### config.mk
export PLATFORM = sky130hd
export DESIGN_NAME = ifetch_bus_ctrl
export DESIGN_NICKNAME = d
export VERILOG_FILES = /design/src/rtl/ifetch_bus_ctrl.sv
export SDC_FILE = /design/constraint.sdc
export NUM_CORES = 1
export LEC_CHECK = 0
export CAP_MARGIN = 20
export CORE_MARGIN = 5
export CORE_UTILIZATION = 48
export CTS_CLUSTER_SIZE = 25
export DETAILED_ROUTE_END_ITERATION = 16
export GPL_ROUTABILITY_DRIVEN = 0
export PLACE_DENSITY = 0.83
export SLEW_MARGIN = 20
export SYNTH_ARGS = -nofsm -noshare
export SYNTH_HDL_FRONTEND = slang
export SYNTH_SLANG_ARGS = --single-unit
### constraint.sdc
create_clock -name clk -period 2.85 [get_ports clk]
set_input_delay 0.57 -clock clk [delete_from_list [all_inputs] [get_ports clk]]
set_output_delay 0.57 -clock clk [all_outputs]
set_load 0.005 [all_outputs]
### src/rtl/ifetch_bus_ctrl.sv
// rtl/ifetch_bus_ctrl.sv - instruction-bus front end of the fetch stage
//
// Owns the fetch PC, issues one ibus request at a time, follows it through
// the address phase (addr_ok) and the data phase (data_ok), and holds the
// returned instruction until the fetch register takes it. A redirect
// (branch/flush) squashes any response still in flight.
//
// Ports:
//   clk, reset          clock; synchronous active-high reset
//   i_redirect          refetch from i_redirect_pc
//   i_redirect_pc       redirect target
//   o_ireq_valid        ibus request valid
//   o_ireq_addr         ibus request address
//   i_iresp_addr_ok     ibus accepted the address this cycle
//   i_iresp_data_ok     ibus returns data this cycle
//   i_iresp_data        ibus read data
//   o_out_valid         instruction available to the fetch register
//   i_out_ready         fetch register accepts the instruction
//   o_out_pc            PC of the held instruction
//   o_out_instr         held raw instruction

module ifetch_bus_ctrl #(
  parameter int                ADDR_W   = 64,
  parameter int                INSTR_W  = 32,
  parameter logic [ADDR_W-1:0] RESET_PC = 'h8000_0000
) (
  input  logic               clk,
  input  logic               reset,
  input  logic               i_redirect,
  input  logic [ADDR_W-1:0]  i_redirect_pc,
  output logic               o_ireq_valid,
  output logic [ADDR_W-1:0]  o_ireq_addr,
  input  logic               i_iresp_addr_ok,
  input  logic               i_iresp_data_ok,
  input  logic [INSTR_W-1:0] i_iresp_data,
  output logic               o_out_valid,
  input  logic               i_out_ready,
  output logic [ADDR_W-1:0]  o_out_pc,
  output logic [INSTR_W-1:0] o_out_instr
);

  localparam logic [1:0] S_REQ  = 2'd0;
  localparam logic [1:0] S_WAIT = 2'd1;
  localparam logic [1:0] S_HOLD = 2'd2;

  logic [1:0]         r_state;
  logic [ADDR_W-1:0]  r_pc;
  logic [INSTR_W-1:0] r_instr_q;
  logic               r_pend;
  logic [ADDR_W-1:0]  r_pend_pc;

  logic               w_data_take;
  logic               w_kill;
  logic [ADDR_W-1:0]  w_ktgt;

  // Data is consumed in WAIT, or in REQ when the bus accepts the address
  // and returns data in the same cycle (zero-wait slave).
  assign w_data_take = i_iresp_data_ok &
                       ((r_state == S_WAIT) | ((r_state == S_REQ) & i_iresp_addr_ok));

  // A live redirect this cycle is newer than any remembered one.
  assign w_kill = i_redirect | r_pend;
  assign w_ktgt = i_redirect ? i_redirect_pc : r_pend_pc;

  // The request address is the PC itself, so it cannot move before addr_ok:
  // redirects seen in REQ/WAIT are parked in r_pend instead of touching r_pc.
  assign o_ireq_valid = ~reset & (r_state == S_REQ);
  assign o_ireq_addr  = r_pc;
  assign o_out_valid  = ~reset & (r_state == S_HOLD) & ~i_redirect;
  assign o_out_pc     = r_pc;
  assign o_out_instr  = r_instr_q;

  always_ff @(posedge clk) begin
    if (reset) begin
      r_state   <= S_REQ;
      r_pc      <= RESET_PC;
      r_instr_q <= '0;
      r_pend    <= 1'b0;
      r_pend_pc <= '0;
    end else begin
      case (r_state)
        S_REQ, S_WAIT: begin
          if (w_data_take) begin
            if (w_kill) begin
              r_pc    <= w_ktgt;
              r_pend  <= 1'b0;
              r_state <= S_REQ;
            end else begin
              r_instr_q <= i_iresp_data;
              r_state   <= S_HOLD;
            end
          end else begin
            if ((r_state == S_REQ) && i_iresp_addr_ok) begin
              r_state <= S_WAIT;
            end
            if (i_redirect) begin
              r_pend    <= 1'b1;
              r_pend_pc <= i_redirect_pc;
            end
          end
        end
        S_HOLD: begin
          // Redirect drops the held instruction even if out_ready is high.
          if (i_redirect) begin
            r_pc    <= i_redirect_pc;
            r_state <= S_REQ;
          end else if (i_out_ready) begin
            r_pc    <= r_pc + ADDR_W'(4);
            r_state <= S_REQ;
          end
        end
        default: r_state <= S_REQ;
      endcase
    end
  end

  // No response may arrive while an instruction is being held.
  a_no_data_in_hold: assert property (
    @(posedge clk) disable iff (reset) (r_state == S_HOLD) |-> !i_iresp_data_ok
  );

endmodule

==> metrics.txt, run 1 <==
CP top delay family simple AND/OR/NAND/NOR gates; largest net degree at the start of global routing 78; Max-slew headroom 0.4159; Post-Syn Instances 1242; number of hold violations in the final report 0; hold_buf cts 0; number of I/O port buffers 263; proportion of synthesized area in mux cells 0.007816; DRT Wirelength 32610 um; largest family of logic cells by synthesized area simple AND/OR/NAND/NOR gates; Power Dens Cells 488.2 mW/mm2; vias in the first global route 9617; Setup Buffers After CTS 0; standard-cell row count 50; Avg WL per Cell 19.41 um; Final Power 5.976 mW; Yosys cell types 60; area leader, netlist dfxtp_1; initial core utilization 0.4841; syn_nets 1345; Die W 146.7 um; DRC violations left 0; Worst Setup SP o_ireq_addr[2]; die span in y 146.7 um; Clock Skew 0.008511 ns; area of the die 0.02151 mm2; worst min-delay path class register to register; area grow syn2layout 36.54%; nets@finish 1538; P_leak 4.260 nW; post-CTS sizing 0; drt pass-1 iters 6; synth top area cells dfxtp_1 36%, nand2_1 13%, a21oi_1 8.4%; MaxCap Viol Count 0; syn avg cell area 7.218 um2; Final min period 2.719 ns; startpoint class of the critical path register; area of the core 0.01852 mm2; vias per inst 6.191; VDD IR-drop max 0.4676 mV; final setup vio count 0; first-pass GRT wire length 50360 um; CTS tree built; WP data arrival 3.08 ns; Worst Path Buf+Inv 1; Crit Path Category register to register; root buffer cell clkbuf_16; CP endpoint o_ireq_addr[58]; R2R Setup Slk 0.13 ns; critical path endpoint category register; Yosys reg bits 163; XOR/XNOR share of the synthesized area 0; Reg2Reg Depth 7; Crit Path Max Fanout 10; Top FF cell, synth dfxtp_1; CTS sink count 163; Setup TNS 0 ns; outcome completed; Yosys top cell area share 0.3640; Levels on crit path 7; most frequent CP cell nand4_1; Post-Syn Area 0.008965 mm2; Layout fillers 1562; Worst Hold Margin 0.4499 ns; I/O Pins 264; Clk pin slew, worst setup/hold paths 0.06 ns; Fmax 367.7 MHz; multi-input combinational cell area 0.004820 mm2; Yosys Warn Count 0; Seq/Total Area, Yosys 0.3640; TritonCTS buffer count 17; worst path cell trace ha_1, nand4_1, nor3_1, buf_4, nand4_1, o41ai_1, o2bb2ai_1; Register Area 0.003263 mm2; grt total ovfl 0; DP HPWL 22940 um; Final ANT Viol Nets 0; total number of H-tree levels 4; number of flops mapped to enable cells by yosys 0; layout cells sized above 1 0.07884; Slew Viols, Final 0; initial antenna violation count 1; Compound-Gate Fraction of Synth Area 0.2308; ant diodes 0; CTS max path bufs 2; WP data required 3.21 ns; Slowest-stage cell, CP nor3_1; worst slew pin tran 0.8761 ns; RSZ-0062 raised after global routing no; FF-to-FF Start o_ireq_addr[2]; Post-Synth Adder-Cell Area 0.001396; largest stage delay on the critical path 0.61 ns; Period Utilization, post-route 0.9541; drt initial violations 1346; Crit Reg-Reg Endpoint o_ireq_addr[58]; DR vias 10400; Synth async-reset ratio 0; Synth Area in Simple Gates 0.2946; GRT Resource Usage Total 0.2862; Skew-Pair Late Insertion Delay 0.43 ns
flip-flops by register name (all words and copies together) (netlist names):
name and flops:
o_ireq_addr 64, o_out_instr 32, r_pend 1, r_pend_pc 64, r_state 2
tightest hold or removal path: stages, from the launching register on:
cell	delay, ns
dfxtp_1	0.30
nand2_1	0.05
a21oi_1	0.05
layout make-up:
class / count / share of cell area
sequential: 163 / 0.2666
multi-input combinational: 902 / 0.3937
inverter: 22 / 0.006746
clock inverter: 10 / 0.01084
tap: 234 / 0.02392
clock buffer: 20 / 0.03813
timing repair buffer: 329 / 0.2600
power breakdown:
part | total (mW) | switching, mW | internal, mW
logic | 1.05 | 0.514 | 0.536
registers | 2.54 | 0.136 | 2.40
clock network | 2.39 | 0.953 | 1.43
total | 5.98 | 1.60 | 4.37
cells by family after synthesis:
group | after synthesis
adders and majority gates | 1
AOI/OAI and AO/OA | 335
DFF | 163
muxes | 7
buffers and inverters | 177
and+or+nand+nor | 559
per-layer routing:
metal | vias to the layer above | share of wire | track usage
li1 | 4783 | - | -
met1 | 4744 | 0.38 | 0.3593
met2 | 757 | 0.45 | 0.4480
met3 | 115 | 0.14 | 0.1015
met4 | 2 | 0.036 | 0.1167
met5 | - | 0.00040 | 0
synthesized netlist by cell type (all sizes together), types with 5 or more instances:
cell type and number:
o22ai 10, a221o 8, and3 17, a21oi 151
buf 74, a211oi 10, nor3 32, a41oi 6
dfxtp 163, a31oi 18, and4 11, nand4b 6
nor2 39, and2 12, o31a 5, or4 7
o32ai 8, or3 10, mux2i 7, nand4 33
o21ai 58, clkbuf 81, o311ai 10, nand3 41
inv 22, o221ai 7, nor4 27, o211ai 15
nand2 308
cell usage in the layout, fill, tap and decap left out, drive strengths merged, types with 4 or more instances in the layout:
| cell type | instances |
|---|---|
| nor3 | 32 |
| inv | 22 |
| or3 | 10 |
| o21ai | 58 |
| and3 | 17 |
| nand2b | 4 |
| clkinv | 7 |
| a211oi | 10 |
| nand4 | 33 |
| a21oi | 151 |
| o221ai | 7 |
| o311ai | 10 |
| a31oi | 18 |
| nand3 | 41 |
| a221o | 8 |
| clkbuf | 20 |
| nand4b | 6 |
| o31a | 5 |
| nor4 | 27 |
| o22ai | 10 |
| and2 | 12 |
| nor2b | 4 |
| and4 | 11 |
| o211ai | 15 |
| mux2i | 7 |
| or4 | 7 |
| o32ai | 8 |
| buf | 68 |
| a41oi | 6 |
| nor2 | 39 |
| clkdlybuf4s50 | 261 |
| dfxtp | 163 |
| nand2 | 308 |
metrics by stage:
stage	std cells	utilization	instance area, um2	setup slack (ns)
CTS	1680	0.6610	12240	0.2189
global route	1680	0.6610	12240	0.05469
floorplan	1242	-	8965	0.5569
detailed placement	1650	0.6286	11640	0.08216
finish	1680	0.6610	12240	0.1307
global placement	1650	0.6286	11640	0.1478
worst min-delay path by stage:
| stage | to | start | cells after the start | slack [ns] |
|---|---|---|---|---|
| floorplan | r_pend_pc[10] | r_pend_pc[10] | 2 | 0.43 |
| global placement | r_pend_pc[10] | r_pend_pc[10] | 2 | 0.44 |
| detailed placement | r_pend_pc[0] | r_pend_pc[0] | 2 | 0.44 |
| CTS | r_pend_pc[0] | r_pend_pc[0] | 2 | 0.45 |
| global route | r_pend_pc[20] | r_pend_pc[20] | 2 | 0.47 |
| finish | r_pend_pc[0] | r_pend_pc[0] | 2 | 0.45 |
Power figures use the tool's default switching activity.
==> inputs of run 2 (changes only) <==
--- a/config.mk
+++ b/config.mk
@@ -12,6 +12,7 @@
 export DETAILED_ROUTE_END_ITERATION = 16
 export GPL_ROUTABILITY_DRIVEN = 0
 export PLACE_DENSITY = 0.83
+export SETUP_SLACK_MARGIN = 0.3
 export SLEW_MARGIN = 20
 export SYNTH_ARGS = -nofsm -noshare
 export SYNTH_HDL_FRONTEND = slang
==> metrics.txt, run 2 (synthesis results as in run 1) <==
TritonCTS buffer count 17 (unchanged); Power Dens Cells 485.2 mW/mm2 (-0.61%); worst slew pin tran 0.8635 ns (-0.01263 ns); RSZ-0062 raised after global routing yes; CTS sink count 163 (unchanged); Skew-Pair Late Insertion Delay 0.43 ns (about the same); WP data required 3.15 ns (-0.06 ns); nets@finish 1541 (+0.20%); FF-to-FF Start o_ireq_addr[12]; die span in y 146.7 um (unchanged); sequential power share 0.426 (about the same); Final ANT Viol Nets 0 (unchanged); critical path endpoint category register; Final min period 2.471 ns (-0.2487 ns); Final Power 5.966 mW (-0.17%); Clock Skew 0.008323 ns (-0.0001874 ns); Die W 146.7 um (unchanged); commonest cells after routing, fill and taps aside 306 x nand2_1, 261 x clkdlybuf4s50_1, 159 x dfxtp_1; CTS tree built; Clk pwr share 0.398 (about the same); dpl cell area 0.01164 mm2 (unchanged); vias per inst 6.161 (-0.49%); I/O Pins 264 (unchanged); Final Util 0.6640 (+0.002972); Crit Path Max Fanout 7 (-3); root buffer cell clkbuf_16; number of I/O port buffers 263 (unchanged); post-route insts no fill 1683 (+0.18%); worst min-delay path class register to register; Final Cell Area 0.01230 mm2 (+0.45%); area of the die 0.02151 mm2 (unchanged); Crit Reg-Reg Endpoint o_ireq_addr[33]; CTS max path bufs 2 (unchanged); CP top delay family simple AND/OR/NAND/NOR gates; drt pass-1 iters 7 (+1); Worst Path Buf+Inv 1 (unchanged); final setup vio count 0 (unchanged); dpl ws 0.08216 ns (unchanged); area of the core 0.01852 mm2 (unchanged); Logic pwr share 0.176 (about the same); drt initial violations 1365 (+1.4%); initial core utilization 0.4841 (unchanged); Setup TNS 0 ns (unchanged); MaxCap Viol Count 0 (unchanged); ant diodes 0 (unchanged); Reg2Reg Depth 6 (-1); Fmax 404.8 MHz (+10%); Slowest-stage cell, CP or4_1; P_int 4.373 mW (about the same); sw frac 0.2671 (-0.001200); final worst slack 0.3794 ns (+0.2487 ns); total number of H-tree levels 4 (unchanged); Worst Hold Margin 0.4514 ns (+0.001486 ns); Min-Delay Endpoint r_pend_pc[0]; DRC violations left 0 (unchanged); Clk pin slew, worst setup/hold paths 0.06 ns (about the same); Crit Path Category register to register; outcome completed; vias in the first global route 9618 (+0.010%); Placed Cells 1650 (unchanged); number of hold violations in the final report 0 (unchanged); DRT Wirelength 32700 um (+0.26%); P_leak 4.292 nW (+0.75%); grt total ovfl 0 (unchanged); largest net degree at the start of global routing 78 (unchanged); first-pass GRT wire length 50440 um (+0.16%); most frequent CP cell or4_1; Slew Viols, Final 0 (unchanged); startpoint class of the critical path register; commonest non-fill, non-tap cell in the layout nand2_1; worst path cell trace nand4_2, or4_1, buf_4, or4_1, a21oi_1, o221ai_1; layout cells sized above 1 0.08627 (+0.007428); standard-cell row count 50 (unchanged); GRT Resource Usage Total 0.2867 (+0.0005879); Period Utilization, post-route 0.8669 (-0.08726); HP Start r_pend_pc[0]; P_sw 1.594 mW (-0.61%); initial antenna violation count 1 (unchanged); largest stage delay on the critical path 0.67 ns (+0.06 ns); Avg WL per Cell 19.43 um (about the same); WP data arrival 2.77 ns (-0.31 ns); Cells on Worst Hold Path 2 (unchanged); DP HPWL 22940 um (unchanged); DR vias 10370 (-0.31%); area grow syn2layout 37.15%; Max-slew headroom 0.4244 (+0.008423); VDD IR-drop max 0.4688 mV (+0.27%); R2R Setup Slk 0.38 ns (+0.25 ns)
==> run 2: cell types whose count changed in the layout (fill, tap and decap cells not counted), sizes merged <==
cell,previous run,this run
buf,68,71
==> run 2: timing repair <==
action                                  4_1_cts  5_1_grt
endpoints found under the setup margin        9       15
hold endpoints to repair                      0        0
resized for setup                             2        8
pin swaps                                     1        1
setup buffers                                 2        1
hold buffers                                  0        0
==> run 2: worst max-delay path by stage <==
stage,startpoint,endpoint,cells past startpoint
floorplan,o_ireq_addr[2],o_ireq_addr[62],6
global placement,i_iresp_data_ok,o_ireq_addr[47],6
detailed placement,i_iresp_data_ok,o_ireq_addr[42],7
CTS,o_ireq_addr[8],o_ireq_addr[39],6
global route,o_ireq_addr[39],o_ireq_addr[61],5
finish,o_ireq_addr[12],o_ireq_addr[33],6
==> run 2: final cells by class <==
cell class / count / area [um2]
fill: 1558 / 6222
multi-input combinational: 902 / 4845
sequential: 163 / 3271
timing repair buffer: 332 / 3206
clock buffer: 20 / 466.7
tap: 234 / 292.8
clock inverter: 10 / 132.6
inverter: 22 / 82.58
==> run 2: worst min-delay path: stages, from the launching register on <==
cell,delay [ns]
dfxtp_1,0.30
nand2_1,0.05
a21oi_1,0.05
==> run 2: power by group through the flow <==
stage          Combinational, mW  Clock, mW  Sequential [mW]
2_1_floorplan              0.505          0             2.56
3_3_place_gp                1.01          0             2.58
3_5_place_dp                1.03          0             2.58
4_1_cts                     1.04       2.40             2.53
5_1_grt                     1.13       2.49             2.55
6_report                    1.05       2.37             2.54
==> run 2: routing by layer <==
layer | share of wire | vias to the layer above | track usage
li1 | - | 4790 | -
met1 | 0.38 | 4727 | 0.3569
met2 | 0.45 | 727 | 0.4517
met3 | 0.14 | 123 | 0.1037
met4 | 0.036 | 2 | 0.1157
met5 | 0.00040 | - | 0
